[config.mk]
export PLATFORM = sky130hd
export DESIGN_NAME = tank_motion_ctrl
export DESIGN_NICKNAME = d
export VERILOG_FILES = /design/src/rtl/tank_pkg.sv /design/src/rtl/tank_motion_ctrl_button_debounce.sv /design/src/rtl/tank_motion_ctrl.sv
export SDC_FILE = /design/constraint.sdc
export NUM_CORES = 1
export LEC_CHECK = 0
export BUFFER_PORTS_ARGS = -buffer_cell sky130_fd_sc_hd__buf_2
export CAP_MARGIN = 5
export CORE_AREA = 2 2 103 105
export CTS_CLUSTER_DIAMETER = 40
export DETAILED_ROUTE_END_ITERATION = 10
export DIE_AREA = 0 0 105 107
export PLACE_DENSITY = 0.68
export SLEW_MARGIN = 20
export SYNTH_ARGS = -nofsm -noshare
export SYNTH_HDL_FRONTEND = slang
export SYNTH_SLANG_ARGS = --single-unit
export TNS_END_PERCENT = 20
[constraint.sdc]
create_clock -name Master_Clock_In -period 5.62 [get_ports Master_Clock_In]
set_clock_uncertainty 0.1 [all_clocks]
set_input_delay 1.124 -clock Master_Clock_In [delete_from_list [all_inputs] [get_ports Master_Clock_In]]
set_output_delay 1.124 -clock Master_Clock_In [all_outputs]
set_load 0.01 [all_outputs]
[src/rtl/tank_pkg.sv]
// -----------------------------------------------------------------------------
// tank_pkg
// Shared constants and types for the tank sprite motion controller:
//   - default screen geometry, border width and sprite size
//   - facing-direction encoding
//   - motion FSM state encoding
//   - step_clamp(): one signed move plus clamp, used for both axes
// -----------------------------------------------------------------------------
package tank_pkg;

    localparam int PIXELS_HORIZ = 640;
    localparam int PIXELS_VERT  = 480;
    localparam int EDGE_WIDTH   = 20;
    localparam int SPRITE_W     = 60;
    localparam int SPRITE_H     = 60;

    typedef enum logic [1:0] {
        DIR_UP    = 2'd0,
        DIR_DOWN  = 2'd1,
        DIR_LEFT  = 2'd2,
        DIR_RIGHT = 2'd3
    } dir_e;

    typedef enum logic [2:0] {
        ST_WAIT_TICK = 3'd0,
        ST_SAMPLE    = 3'd1,
        ST_MOVE_Y    = 3'd2,
        ST_MOVE_X    = 3'd3,
        ST_DONE      = 3'd4
    } state_e;

    // Move pos by step (toward 0 when dec = 1) in 11-bit signed arithmetic so
    // an underflow shows up as a negative value instead of a 10-bit wrap,
    // then clamp the result into [lo, hi].
    function automatic logic [9:0] step_clamp(
        input logic [9:0]  pos,
        input logic        dec,
        input logic [10:0] step,
        input logic [10:0] lo,
        input logic [10:0] hi
    );
        logic signed [10:0] nxt;
        if (dec) begin
            nxt = $signed({1'b0, pos}) - $signed(step);
        end else begin
            nxt = $signed({1'b0, pos}) + $signed(step);
        end
        if (nxt < $signed(lo)) begin
            step_clamp = lo[9:0];
        end else if (nxt > $signed(hi)) begin
            step_clamp = hi[9:0];
        end else begin
            step_clamp = nxt[9:0];
        end
    endfunction

endpackage

[src/rtl/tank_motion_ctrl_button_debounce.sv]
// -----------------------------------------------------------------------------
// button_debounce
// Two-flop synchroniser followed by a frame-sampled debounce counter.
// The synchronised level is only looked at when sample_en is high (once per
// frame); the debounced level flips after Debounce_Frames consecutive samples
// that disagree with it. Any agreeing sample restarts the count.
// Ports:
//   clk        pixel clock
//   rst        synchronous active-high reset
//   sample_en  one-cycle sample strobe
//   btn_in     raw asynchronous button level
//   level_out  debounced level
// -----------------------------------------------------------------------------
module button_debounce #(
    parameter int Debounce_Frames = 3
) (
    input  logic clk,
    input  logic rst,
    input  logic sample_en,
    input  logic btn_in,
    output logic level_out
);

    localparam logic [3:0] THRESH = 4'(Debounce_Frames);

    logic       sync1_q, sync1_d;
    logic       sync2_q, sync2_d;
    logic       level_q, level_d;
    logic [3:0] cnt_q,   cnt_d;

    // Synchroniser shift and debounce counter next-state.
    always_comb begin
        sync1_d = btn_in;
        sync2_d = sync1_q;
        level_d = level_q;
        cnt_d   = cnt_q;
        if (sample_en) begin
            if (sync2_q != level_q) begin
                if ((cnt_q + 4'd1) >= THRESH) begin
                    level_d = sync2_q;
                    cnt_d   = 4'd0;
                end else begin
                    cnt_d   = cnt_q + 4'd1;
                end
            end else begin
                cnt_d = 4'd0;
            end
        end else begin
            cnt_d = cnt_q;
        end
    end

    // Synchroniser, counter and level registers.
    always_ff @(posedge clk) begin
        if (rst) begin
            sync1_q <= 1'b0;
            sync2_q <= 1'b0;
            level_q <= 1'b0;
            cnt_q   <= 4'd0;
        end else begin
            sync1_q <= sync1_d;
            sync2_q <= sync2_d;
            level_q <= level_d;
            cnt_q   <= cnt_d;
        end
    end

    assign level_out = level_q;

endmodule

[src/rtl/tank_motion_ctrl.sv]
// -----------------------------------------------------------------------------
// tank_motion_ctrl
// Moves a sprite once per frame from four debounced buttons. After each
// Frame_Tick_In the FSM walks SAMPLE -> MOVE_Y -> MOVE_X -> DONE, one cycle
// each, so the position only changes during blanking.
// Ports:
//   Master_Clock_In   pixel clock
//   Reset_In          synchronous active-high reset
//   Frame_Tick_In     one-cycle end-of-active-video pulse
//   Up/Down/Left/Right raw button levels
//   Enable_In         1 = movement allowed, 0 = position frozen
//   X_Pos_Out         sprite left column
//   Y_Pos_Out         sprite top row
//   Dir_Out           facing direction (tank_pkg::dir_e)
//   Moving_Out        last update changed the position
//   Update_Done_Out   one-cycle pulse in the DONE cycle
// -----------------------------------------------------------------------------
module tank_motion_ctrl
    import tank_pkg::*;
#(
    parameter int Pixels_Horiz    = PIXELS_HORIZ,
    parameter int Pixels_Vert     = PIXELS_VERT,
    parameter int EdgeWidth       = EDGE_WIDTH,
    parameter int xWidth          = SPRITE_W,
    parameter int yWidth          = SPRITE_H,
    parameter int Step            = 1,
    parameter int Debounce_Frames = 3
) (
    input  logic       Master_Clock_In,
    input  logic       Reset_In,
    input  logic       Frame_Tick_In,
    input  logic       Up,
    input  logic       Down,
    input  logic       Left,
    input  logic       Right,
    input  logic       Enable_In,
    output logic [9:0] X_Pos_Out,
    output logic [9:0] Y_Pos_Out,
    output logic [1:0] Dir_Out,
    output logic       Moving_Out,
    output logic       Update_Done_Out
);

    localparam logic [10:0] X_MIN  = 11'(EdgeWidth + 1);
    localparam logic [10:0] X_MAX  = 11'(Pixels_Horiz - xWidth - EdgeWidth - 1);
    localparam logic [10:0] Y_MIN  = 11'(EdgeWidth + 1);
    localparam logic [10:0] Y_MAX  = 11'(Pixels_Vert - yWidth - EdgeWidth - 1);
    localparam logic [9:0]  X_INIT = 10'((Pixels_Horiz - xWidth) / 2);
    localparam logic [9:0]  Y_INIT = 10'((Pixels_Vert - yWidth) / 2);
    localparam logic [10:0] STEP_V = 11'(Step);

    state_e     state_q, state_d;
    logic [9:0] x_q, x_d;
    logic [9:0] y_q, y_d;
    logic [9:0] x_start_q, x_start_d;
    logic [9:0] y_start_q, y_start_d;
    logic [1:0] dir_q, dir_d;
    logic       moving_q, moving_d;
    logic       done_q, done_d;

    logic       sample_en;
    logic       up_db, down_db, left_db, right_db;

    assign sample_en = (state_q == ST_SAMPLE);

    button_debounce #(.Debounce_Frames(Debounce_Frames)) u_db_up (
        .clk(Master_Clock_In), .rst(Reset_In), .sample_en(sample_en),
        .btn_in(Up), .level_out(up_db)
    );
    button_debounce #(.Debounce_Frames(Debounce_Frames)) u_db_down (
        .clk(Master_Clock_In), .rst(Reset_In), .sample_en(sample_en),
        .btn_in(Down), .level_out(down_db)
    );
    button_debounce #(.Debounce_Frames(Debounce_Frames)) u_db_left (
        .clk(Master_Clock_In), .rst(Reset_In), .sample_en(sample_en),
        .btn_in(Left), .level_out(left_db)
    );
    button_debounce #(.Debounce_Frames(Debounce_Frames)) u_db_right (
        .clk(Master_Clock_In), .rst(Reset_In), .sample_en(sample_en),
        .btn_in(Right), .level_out(right_db)
    );

    // FSM next-state and per-state datapath updates.
    always_comb begin
        state_d   = state_q;
        x_d       = x_q;
        y_d       = y_q;
        x_start_d = x_start_q;
        y_start_d = y_start_q;
        dir_d     = dir_q;
        moving_d  = moving_q;
        done_d    = 1'b0;
        case (state_q)
            ST_WAIT_TICK: begin
                if (Frame_Tick_In) begin
                    state_d = ST_SAMPLE;
                end else begin
                    state_d = ST_WAIT_TICK;
                end
            end
            ST_SAMPLE: begin
                // Debounced levels update at the end of this cycle; remember
                // where we started so DONE can tell whether we moved.
                x_start_d = x_q;
                y_start_d = y_q;
                state_d   = ST_MOVE_Y;
            end
            ST_MOVE_Y: begin
                if (Enable_In && up_db) begin
                    y_d = step_clamp(y_q, 1'b1, STEP_V, Y_MIN, Y_MAX);
                end else if (Enable_In && down_db) begin
                    y_d = step_clamp(y_q, 1'b0, STEP_V, Y_MIN, Y_MAX);
                end else begin
                    y_d = y_q;
                end
                state_d = ST_MOVE_X;
            end
            ST_MOVE_X: begin
                if (Enable_In && left_db) begin
                    x_d = step_clamp(x_q, 1'b1, STEP_V, X_MIN, X_MAX);
                end else if (Enable_In && right_db) begin
                    x_d = step_clamp(x_q, 1'b0, STEP_V, X_MIN, X_MAX);
                end else begin
                    x_d = x_q;
                end
                // Horizontal press wins the facing direction over vertical.
                if (left_db) begin
                    dir_d = DIR_LEFT;
                end else if (right_db) begin
                    dir_d = DIR_RIGHT;
                end else if (up_db) begin
                    dir_d = DIR_UP;
                end else if (down_db) begin
                    dir_d = DIR_DOWN;
                end else begin
                    dir_d = dir_q;
                end
                // Uses x_d so Moving_Out is valid together with the DONE pulse.
                moving_d = Enable_In && ((x_d != x_start_q) || (y_q != y_start_q));
                done_d   = 1'b1;
                state_d  = ST_DONE;
            end
            ST_DONE: begin
                state_d = ST_WAIT_TICK;
            end
            default: begin
                state_d = ST_WAIT_TICK;
            end
        endcase
    end

    // State and output registers; reset wins over any in-flight update.
    always_ff @(posedge Master_Clock_In) begin
        if (Reset_In) begin
            state_q   <= ST_WAIT_TICK;
            x_q       <= X_INIT;
            y_q       <= Y_INIT;
            x_start_q <= X_INIT;
            y_start_q <= Y_INIT;
            dir_q     <= DIR_UP;
            moving_q  <= 1'b0;
            done_q    <= 1'b0;
        end else begin
            state_q   <= state_d;
            x_q       <= x_d;
            y_q       <= y_d;
            x_start_q <= x_start_d;
            y_start_q <= y_start_d;
            dir_q     <= dir_d;
            moving_q  <= moving_d;
            done_q    <= done_d;
        end
    end

    assign X_Pos_Out       = x_q;
    assign Y_Pos_Out       = y_q;
    assign Dir_Out         = dir_q;
    assign Moving_Out      = moving_q;
    assign Update_Done_Out = done_q;

endmodule
==> reports/results.ini, run 1 <==
[clock_tree]
cts_made_buffers=9
clockBufferDepth=2
cts-root-buf=clkbuf_8
clock-sinks=75
post_cts.repair.setup_buffers=0
clkTransAtPathRegs_ns=0.08
cts_tree=built
clk_latency_ns=0.35
cts_htree_levels=3
holdBufCountCts=0
cts_resized=0

[synth]
ys.warnings.count=0
synth.mux.area_fraction_pct=2.01
synth_edf_count=0
synth_ff_type=dfxtp_1
synth-seq-area-share_pct=29.4
mappedNetlistArea_sq_um=5100
async_flop_share_pct=0
postSynthCellCount=687
syn_nets=710
synth_cell_types=68
synth_top_family_by_area=simple AND/OR/NAND/NOR gates
yosys.area_share.simple_pct=27.1
synth-seq-cells=75
synth_compound_area_share_pct=24.9
synth-xor-area-share_pct=7.21
synth_fa_ha_area_share_pct=3.68
syn_avg_cell_area_sq_um=7.42

[placement]
place.port_buffers=31
place_ws_ns=1.59
place_hpwl_um=8890
gp_congestion=1.04

[final_layout]
n_antenna_cell=0
multi_input_comb_area_sq_um=3320
seq_area_sq_um=1500
drive_above_1_share_pct=9.80
fillers=984
syn2layout_area_growth_pct=6.87
fin_nets=702

[floorplan]
die_w_um=105
core_area_sq_um=10100
io_pins=32
start_util_pct=50.5
dieArea_sq_um=11200
rows=37
die_h_um=107

[pwr]
power-per-cell-area_nw_per_um2=194
irDropWorstVdd_mv=0.101
report.power.total_mw=1.06
leakage_nw=2.10

[sta]
layout_setup_ws_ns=1.69
hold_viol=0
maxSlewHeadroom_pct=40.9
fin_crit_ns=3.93
max_freq_ghz=0.255
setup_tns_ns=0
setup_viol=0
worst_pin_slew_ns=0.885
rsz0062_at_grt=false
min_period_over_period_pct=69.9
drv_slew=0

[detailed_routing]
routed_via_density=6.02
drc_errors=0
wl_per_cell_um=15.6
vias=4940
drt_wl_total_um=12800
first_iter_violations=252
drt_first_pass_iters=5
antenna_left=0

[global_route]
grt_pass1_wl_um=21700
grt_overflow_total=0
grt_pass1_vias=4584
grt_usage_pct=23.3
grt_max_degree=48
antenna_found_initial=0

[worst_setup_path]
critical_path_required_ns=5.73
slowest_delay_ns=0.88
crit_path_top_delay_cell=dfxtp_1
path_buf_inv=0
crit_chain=nand3_1 -> or3_1 -> o31a_1 -> a22oi_2 -> xor2_1 -> or4_1 -> a2111oi_0 -> and4_1 -> a41oi_1
crit_type=reg -> reg
rr_worst_depth=9
cp_max_fo=25
crit_path_start_kind=flip-flop
arrival_ns=4.04
path_delay_family=simple AND/OR/NAND/NOR gates
cp-end-kind=flip-flop
cp_num_cells=9

[run_status]
outcome=finished clean

[min_path]
hold_class=reg -> reg
hold_depth=1

[job]
maxCapViolations=0

## final cells by class
class / count / area share [%]
clock inverters: 5 / 1.10
well taps: 136 / 3.12
inverters: 20 / 1.38
clock buffers: 11 / 2.59
flip-flops and latches: 75 / 27.5
multi-input cells: 539 / 61.0
repair buffers: 34 / 3.26
## worst register-to-register path, stage by stage, from the launching register on
cell,delay [ns]
dfxtp_1,0.88
nand3_1,0.52
or3_1,0.52
o31a_1,0.26
a22oi_2,0.19
xor2_1,0.08
or4_1,0.38
a2111oi_0,0.51
and4_1,0.28
a41oi_1,0.09
## synth_stat cells, types with 4 or more instances
library cell,count,area [sq um]
xnor2_1,22,193
nand4_1,7,43.8
a21boi_0,6,45.0
nor3_1,18,90.1
clkbuf_1,38,143
dfxtp_1,75,1500
a31oi_1,13,81.3
o31ai_1,4,30.0
o22ai_1,5,31.3
a21o_1,4,30.0
and3_1,13,81.3
nand2_1,91,342
buf_2,9,45.0
o21ai_0,35,175
nand3_1,19,95.1
nor2_1,70,263
ha_1,15,188
nor2b_1,11,68.8
mux2i_1,8,80.1
nand2b_1,6,37.5
o31a_1,4,35.0
nor4_1,8,50.1
a41oi_1,4,35.0
xor2_1,20,175
or3_1,7,43.8
a211oi_1,10,75.1
a211o_1,4,35.0
buf_1,6,22.5
and2_1,5,31.3
a21oi_1,54,270
and3b_1,4,35.0
o21a_1,8,60.1
o211ai_1,6,45.0
inv_1,20,75.1
## routing by layer
layer / global-route usage [%] / wire length (um) / vias up
met1: 29.8 / 5770 / 2309
met3: 3.89 / 659 / 30
met4: 9.52 / 340 / 0
li1: - / - / 2433
met5: 0 / 0 / -
met2: 39.1 / 6050 / 168
## cells in the final DEF, fill, tap and decap left out, drive strengths merged, types with 10 or more instances in the layout
master and instances:
inv 22, o21ai 36, xor2 20, a211oi 10, nor3 18, a31oi 13, buf 34, a21oi 54
dfxtp 75, nand2 91, clkbuf 11, nor2b 11, nor2 70, ha 15, nand3 20, xnor2 22
and3 13
## worst paths after layout
check	from	to	slack [ns]
setup / recovery	X_Pos_Out[2]	Moving_Out	1.69
hold reg to reg	u_db_up.sync1_q	u_db_up.sync2_q	0.35
setup reg to reg	X_Pos_Out[2]	Moving_Out	1.69
hold / removal	u_db_up.sync1_q	u_db_up.sync2_q	0.35
## sequential cells by signal, indices dropped and copies added (netlist names)
register,cells
X_Pos_Out,10
Y_Pos_Out,10
x_start_q,10
y_start_q,10
u_db_down.cnt_q,4
u_db_left.cnt_q,4
u_db_right.cnt_q,4
u_db_up.cnt_q,4
state_q,3
Dir_Out,2
Moving_Out,1
Update_Done_Out,1
u_db_down.level_out,1
u_db_down.sync1_q,1
u_db_down.sync2_q,1
u_db_left.level_out,1
u_db_left.sync1_q,1
u_db_left.sync2_q,1
u_db_right.level_out,1
u_db_right.sync1_q,1
u_db_right.sync2_q,1
u_db_up.level_out,1
u_db_up.sync1_q,1
u_db_up.sync2_q,1
## power by group
| part | total (mW) | switching [mW] | internal [mW] |
|---|---|---|---|
| combinational | 0.0801 | 0.0512 | 0.0289 |
| clock | 0.420 | 0.200 | 0.220 |
| sequential | 0.556 | 0.0127 | 0.543 |
| total | 1.06 | 0.264 | 0.792 |
## stage by stage
stage	utilization, %	cells	cell area (sq um)	hold slack (ns)
2_1_floorplan	-	687	5100	0.314
3_3_place_gp	52.0	804	5250	0.317
3_5_place_dp	52.0	804	5250	0.328
4_1_cts	54.0	820	5450	0.347
5_1_grt	54.0	820	5450	0.351
6_report	54.0	820	5450	0.346
## kinds of logic after synthesis
family | Yosys count
AO/OA/AOI/OAI | 193
multiplexers | 9
XOR/XNOR | 42
AND/OR/NAND/NOR | 280
flip-flops | 75
buffers and inverters | 73
adder cells (fa/ha/maj) | 15
No activity file was read; power rests on OpenSTA's default activity.
==> run 2: changes to the inputs <==
--- a/config.mk
+++ b/config.mk
@@ -11,7 +11,7 @@
 export CTS_CLUSTER_DIAMETER = 40
 export DETAILED_ROUTE_END_ITERATION = 10
 export DIE_AREA = 0 0 105 107
-export PLACE_DENSITY = 0.68
+export PLACE_DENSITY = 0.71
 export SLEW_MARGIN = 20
 export SYNTH_ARGS = -nofsm -noshare
 export SYNTH_HDL_FRONTEND = slang
==> constraint.sdc (replaced) <==
create_clock -name Master_Clock_In -period 3.3 [get_ports Master_Clock_In]
set_clock_uncertainty 0.1 [all_clocks]
set_input_delay 0.66 -clock Master_Clock_In [delete_from_list [all_inputs] [get_ports Master_Clock_In]]
set_output_delay 0.66 -clock Master_Clock_In [all_outputs]
set_load 0.01 [all_outputs]
==> run 2 against run 1 <==
Worst hold slack got worse by 0.0059 ns. Critical path type unchanged. Non-clock buffer count increased by 44. Total power increased by 77%. Largest cell class unchanged. Largest power group unchanged.
==> reports/results.ini, run 2 (synthesis results as in run 1) <==
[floorplan]
die_w_um=105  ; unchanged
start_util_pct=50.5  ; unchanged
rows=37  ; unchanged
dieArea_sq_um=11200  ; unchanged
io_pins=32  ; unchanged
core_area_sq_um=10100  ; unchanged
die_h_um=107  ; unchanged

[min_path]
hold_depth=1  ; unchanged
min_to=u_db_left.sync2_q
min_from=u_db_left.sync1_q
hold_class=reg -> reg

[final_layout]
fillers=972  ; -1.2%
layout_commonest_cell=nand2_1
instances_no_fill=863  ; +5.2%
multi_input_comb_area_sq_um=3350  ; +0.64%
fin_area_sq_um=5830  ; +6.9%
fin_nets=746  ; +6.3%
seq_area_sq_um=1500  ; about the same
drive_above_1_share_pct=16.0  ; +6.2 points
final_cell_mix=nand2_1 (91), dfxtp_1 (74), nor2_1 (70)
syn2layout_area_growth_pct=14.2
n_antenna_cell=0  ; unchanged

[detailed_routing]
routed_via_density=5.80  ; -3.7%
drc_errors=0  ; unchanged
drt_wl_total_um=13400  ; +4.8%
wl_per_cell_um=15.6  ; -0.47%
antenna_left=0  ; unchanged
vias=5007  ; +1.4%
first_iter_violations=340  ; +35%
drt_first_pass_iters=5  ; unchanged

[pwr]
leakage_nw=2.33  ; +11%
power-per-cell-area_nw_per_um2=321  ; +66%
irDropWorstVdd_mv=0.279  ; +180%

[placement]
place_hpwl_um=9720  ; +9.3%
placedCellCount=845  ; +5.1%
placed_area_sq_um=5560  ; +5.9%
place_ws_ns=-0.0000628  ; -1.59 ns
gp_congestion=0.934  ; -9.8%
place.port_buffers=31  ; unchanged

[worst_setup_path]
crit_path_start_kind=flip-flop
crit_type=reg -> reg
cp-end-kind=flip-flop
reg2reg_slack_ns=0.19  ; -1.50 ns
worstReg2RegStart=X_Pos_Out[4]
cp_max_fo=6  ; -76%
arrival_ns=3.22  ; -0.82 ns
path_delay_family=compound AO/OA/AOI/OAI gates
crit_path_top_delay_cell=dfxtp_1
crit_chain=nand4_1 -> buf_4 -> a211o_1 -> o21ai_0 -> a22oi_2 -> xor2_1 -> or4_1 -> a2111oi_1 -> and4_1 -> a41oi_1
slowest_delay_ns=0.50  ; -0.38 ns
critical_path_required_ns=3.42  ; -2.31 ns
worstReg2RegEnd=Moving_Out
path_buf_inv=1  ; +1
rr_worst_depth=10  ; +1

[clock_tree]
cts-root-buf=clkbuf_8
holdBufCountCts=0  ; unchanged
cts_htree_levels=3  ; unchanged
cts_tree=built
cts_made_buffers=9  ; unchanged
clk_latency_ns=0.35  ; about the same
clock-sinks=75  ; unchanged
clockBufferDepth=2  ; unchanged
clkTransAtPathRegs_ns=0.08  ; about the same

[sta]
worst_pin_slew_ns=0.866  ; -0.0187 ns
min_period_over_period_pct=94.1  ; +24 points
setup_viol=0  ; unchanged
fin_crit_ns=3.11  ; -0.820 ns
max_freq_ghz=0.322  ; +26%
rsz0062_at_grt=false
hold_viol=0  ; unchanged
layout_setup_ws_ns=0.195  ; -1.50 ns
maxSlewHeadroom_pct=42.2  ; +1.3 points
drv_slew=0  ; unchanged
holdWs_ns=0.340  ; -0.00592 ns

[global_route]
met1_usage_pct=32.3  ; +2.4 points
antenna_found_initial=0  ; unchanged
use_met3_pct=3.77  ; -0.12 points
grt_pass1_wl_um=22700  ; +4.2%
grt_max_degree=47  ; -2.1%
grt_usage_pct=24.5  ; +1.2 points
grt.met2_usage_pct=40.4  ; +1.3 points
top_usage_layer=met2
grt_pass1_vias=4650  ; +1.4%
grt_overflow_total=0  ; unchanged

[run_status]
outcome=finished clean

[job]
maxCapViolations=0  ; unchanged

==> run 2: cell types whose count changed in the layout (fill, tap and decap cells not counted), moves of 2 or more <==
cell / change
nor3_2: +2
clkinv_4: +2
nor3_1: -2
buf_4: +44
==> run 2: worst max-delay path by stage <==
stage,depth (start not counted),end,start
2_1_floorplan,14,Moving_Out,X_Pos_Out[0]
6_report,10,Moving_Out,X_Pos_Out[4]
3_5_place_dp,10,Moving_Out,X_Pos_Out[3]
3_3_place_gp,10,Moving_Out,X_Pos_Out[3]
4_1_cts,10,Moving_Out,X_Pos_Out[3]
5_1_grt,11,Moving_Out,X_Pos_Out[0]
==> run 2: worst reg2reg max path, stage by stage (launching register included) <==
cell	delay, ns
dfxtp_1	0.50
nand4_1	0.29
buf_4	0.24
a211o_1	0.25
o21ai_0	0.20
a22oi_2	0.11
xor2_1	0.16
or4_1	0.41
a2111oi_1	0.38
and4_1	0.25
a41oi_1	0.09
==> run 2: per-stage QoR <==
step | utilization (%) | power, mW | TNS, ns
2_1_floorplan | - | 1.06 | 0
3_3_place_gp | 55.1 | 1.10 | -0.00657
3_5_place_dp | 55.1 | 1.11 | -0.0000628
4_1_cts | 57.3 | 1.89 | 0
5_1_grt | 57.7 | 1.95 | 0
6_report | 57.7 | 1.87 | 0
==> run 2: where the power goes <==
| part | switching [mW] | total, mW | internal (mW) |
|---|---|---|---|
| combinational | 0.0889 | 0.144 | 0.0551 |
| clock | 0.335 | 0.783 | 0.447 |
| sequential | 0.0196 | 0.944 | 0.925 |
==> run 2: layer usage <==
metal	vias to the layer above	part of all wire [%]	routed length, um
met3	21	4.7	626
met4	0	2.0	274
met1	2314	45	6060
met2	151	48	6470
li1	2521	-	-
met5	-	0	0
==> run 2: cell type report <==
type	instances	share of cell area (%)
Inverter	20	1.29
Tap cell	136	2.92
Clock inverter	5	1.48
Sequential cell	75	25.8
Clock buffer	10	2.36
Timing Repair Buffer	78	8.72
Multi-Input combinational cell	539	57.4
==> run 2: repair_timing <==
action,in CTS,in global routing
endpoints found under the hold margin,0,0
endpoints found under the setup margin,0,2
buffers inserted,0,3
resized for setup,0,6
==> run 3: changes to the inputs <==
--- a/config.mk
+++ b/config.mk
@@ -8,10 +8,11 @@
 export BUFFER_PORTS_ARGS = -buffer_cell sky130_fd_sc_hd__buf_2
 export CAP_MARGIN = 5
 export CORE_AREA = 2 2 103 105
+export CTS_BUF_LIST = sky130_fd_sc_hd__clkbuf_8
 export CTS_CLUSTER_DIAMETER = 40
 export DETAILED_ROUTE_END_ITERATION = 10
 export DIE_AREA = 0 0 105 107
-export PLACE_DENSITY = 0.71
+export PLACE_DENSITY = 0.68
 export SLEW_MARGIN = 20
 export SYNTH_ARGS = -nofsm -noshare
 export SYNTH_HDL_FRONTEND = slang
==> constraint.sdc (replaced) <==
create_clock -name Master_Clock_In -period 3.61 [get_ports Master_Clock_In]
set_clock_uncertainty 0.1 [all_clocks]
set_input_delay 0.722 -clock Master_Clock_In [delete_from_list [all_inputs] [get_ports Master_Clock_In]]
set_output_delay 0.722 -clock Master_Clock_In [all_outputs]
set_load 0.01 [all_outputs]
==> run 3 against run 2 <==
Flip-flop and latch count is the same. Worst hold slack better by 0.0058 ns. Clock power shrank 16%. Highest routed layer unchanged.
==> reports/results.ini, run 3 (synthesis results as in run 1) <==
[clock_tree]
clk_latency_ns=0.36  ; about the same
clkTransAtPathRegs_ns=0.08  ; about the same
cts_tree=built
clock-sinks=75  ; unchanged
cts-root-buf=clkbuf_8
clockBufferDepth=2  ; unchanged
holdBufCountCts=0  ; unchanged
cts_htree_levels=3  ; unchanged
cts_made_buffers=9  ; unchanged

[final_layout]
fin_nets=733  ; -1.7%
drive_above_1_share_pct=14.0  ; -2.0 points
n_antenna_cell=0  ; unchanged
layout_commonest_cell=nand2_1
fin_area_sq_um=5690  ; -2.3%
fin_util_pct=56.4  ; -1.4 points
instances_no_fill=851  ; -1.4%
syn2layout_area_growth_pct=11.6
final_cell_mix=nand2_1 (91), dfxtp_1 (74), nor2_1 (70)

[detailed_routing]
vias=5003  ; -0.080%
drc_errors=0  ; unchanged
drt_wl_total_um=13400  ; unchanged
routed_via_density=5.88  ; +1.3%
antenna_left=0  ; unchanged
first_iter_violations=296  ; -13%
wl_per_cell_um=15.8  ; +1.4%
drt_first_pass_iters=5  ; unchanged

[worst_setup_path]
rr_worst_depth=11  ; +1
arrival_ns=3.43  ; +0.21 ns
cp_max_fo=13  ; +7
worstReg2RegEnd=Y_Pos_Out[1]
crit_path_start_kind=flip-flop
reg2reg_slack_ns=0.33  ; +0.14 ns
crit_type=reg -> reg
worstReg2RegStart=Y_Pos_Out[1]
critical_path_required_ns=3.76  ; +0.34 ns
cp-end-kind=flip-flop

[sta]
maxSlewHeadroom_pct=35.7  ; -6.5 points
max_freq_ghz=0.305  ; -5.3%
fin_crit_ns=3.28  ; +0.174 ns
worst_pin_slew_ns=0.961  ; +0.0944 ns
min_period_over_period_pct=90.8  ; -3.3 points
hold_viol=0  ; unchanged
layout_setup_ws_ns=0.331  ; +0.136 ns
drv_slew=0  ; unchanged
setup_viol=0  ; unchanged
holdWs_ns=0.346  ; +0.00582 ns
rsz0062_at_grt=false
setup_tns_ns=0  ; unchanged

[job]
maxCapViolations=0  ; unchanged

[run_status]
outcome=finished clean

[min_path]
min_to=u_db_left.sync2_q
hold_class=reg -> reg
hold_depth=1  ; unchanged
min_from=u_db_left.sync1_q

[global_route]
grt_pass1_vias=4599  ; -1.1%
grt_overflow_total=0  ; unchanged
antenna_found_initial=0  ; unchanged
grt_pass1_wl_um=22200  ; -1.9%
grt_max_degree=47  ; unchanged
grt_usage_pct=24.3  ; -0.20 points

[pwr]
leakage_nw=2.25  ; -3.5%
power-per-cell-area_nw_per_um2=291  ; -9.3%
irDropWorstVdd_mv=0.213  ; -24%
report.power.total_mw=1.66  ; -11%

[floorplan]
io_pins=32  ; unchanged
die_h_um=107  ; unchanged
rows=37  ; unchanged
die_w_um=105  ; unchanged
dieArea_sq_um=11200  ; unchanged
core_area_sq_um=10100  ; unchanged
start_util_pct=50.5  ; unchanged

[placement]
place_ws_ns=0.304  ; +0.305 ns
placed_area_sq_um=5480  ; -1.4%
place.port_buffers=31  ; unchanged
place_hpwl_um=9670  ; -0.52%
gp_congestion=0.952  ; +1.9%
placedCellCount=835  ; -1.2%

[run 3: worst max path at each step]
stage,cells after the start,end,start,slack (ns)
finish,11,Y_Pos_Out[1],Y_Pos_Out[1],0.33
global route,12,Moving_Out,X_Pos_Out[1],0.04
CTS,11,Y_Pos_Out[1],Y_Pos_Out[1],0.27
detailed placement,11,Moving_Out,Enable_In,0.30
global placement,11,Y_Pos_Out[1],Y_Pos_Out[1],0.32
floorplan,14,Moving_Out,X_Pos_Out[0],0.36
[run 3: area by class of cell]
type                    count  area, sq um
clock buffers               9          124
repair buffers             65          410
multi-input cells         539         3330
fillers                   980         4400
well taps                 136          170
clock inverters             7         77.6
flip-flops and latches     75         1500
inverters                  20         75.1
[run 3: what timing repair did]
item	4_1_cts	5_1_grt
gates resized for setup	0	4
hold endpoints to repair	0	0
setup endpoints to repair	0	2
buffers inserted	0	0
[run 3: critical path: stages (launching register included)]
cell and delay [ns]:
dfxtp_1 0.46, inv_1 0.18, ha_1 0.20, nor4b_4 0.50, xor2_1 0.12, o31a_1 0.28
a2111oi_1 0.35, o21a_1 0.22, a31oi_1 0.08, o21a_1 0.22, o32a_1 0.17, a211o_1 0.29
[run 3: layer usage]
metal / vias to the layer above / wire length, um / part of all wire, % / GRT usage, %
li1: 2492 / - / - / -
met1: 2329 / 5860 / 44 / 29.7
met2: 151 / 6520 / 49 / 42.8
met3: 31 / 726 / 5.4 / 4.13
met4: 0 / 328 / 2.4 / 9.05
met5: - / 0 / 0 / 0
[run 3: report_power, final]
part           internal (mW)  switching, mW  total (mW)
clock network          0.325          0.331       0.655
logic                 0.0537         0.0842       0.138
registers              0.845         0.0188       0.864
total                   1.22          0.434        1.66
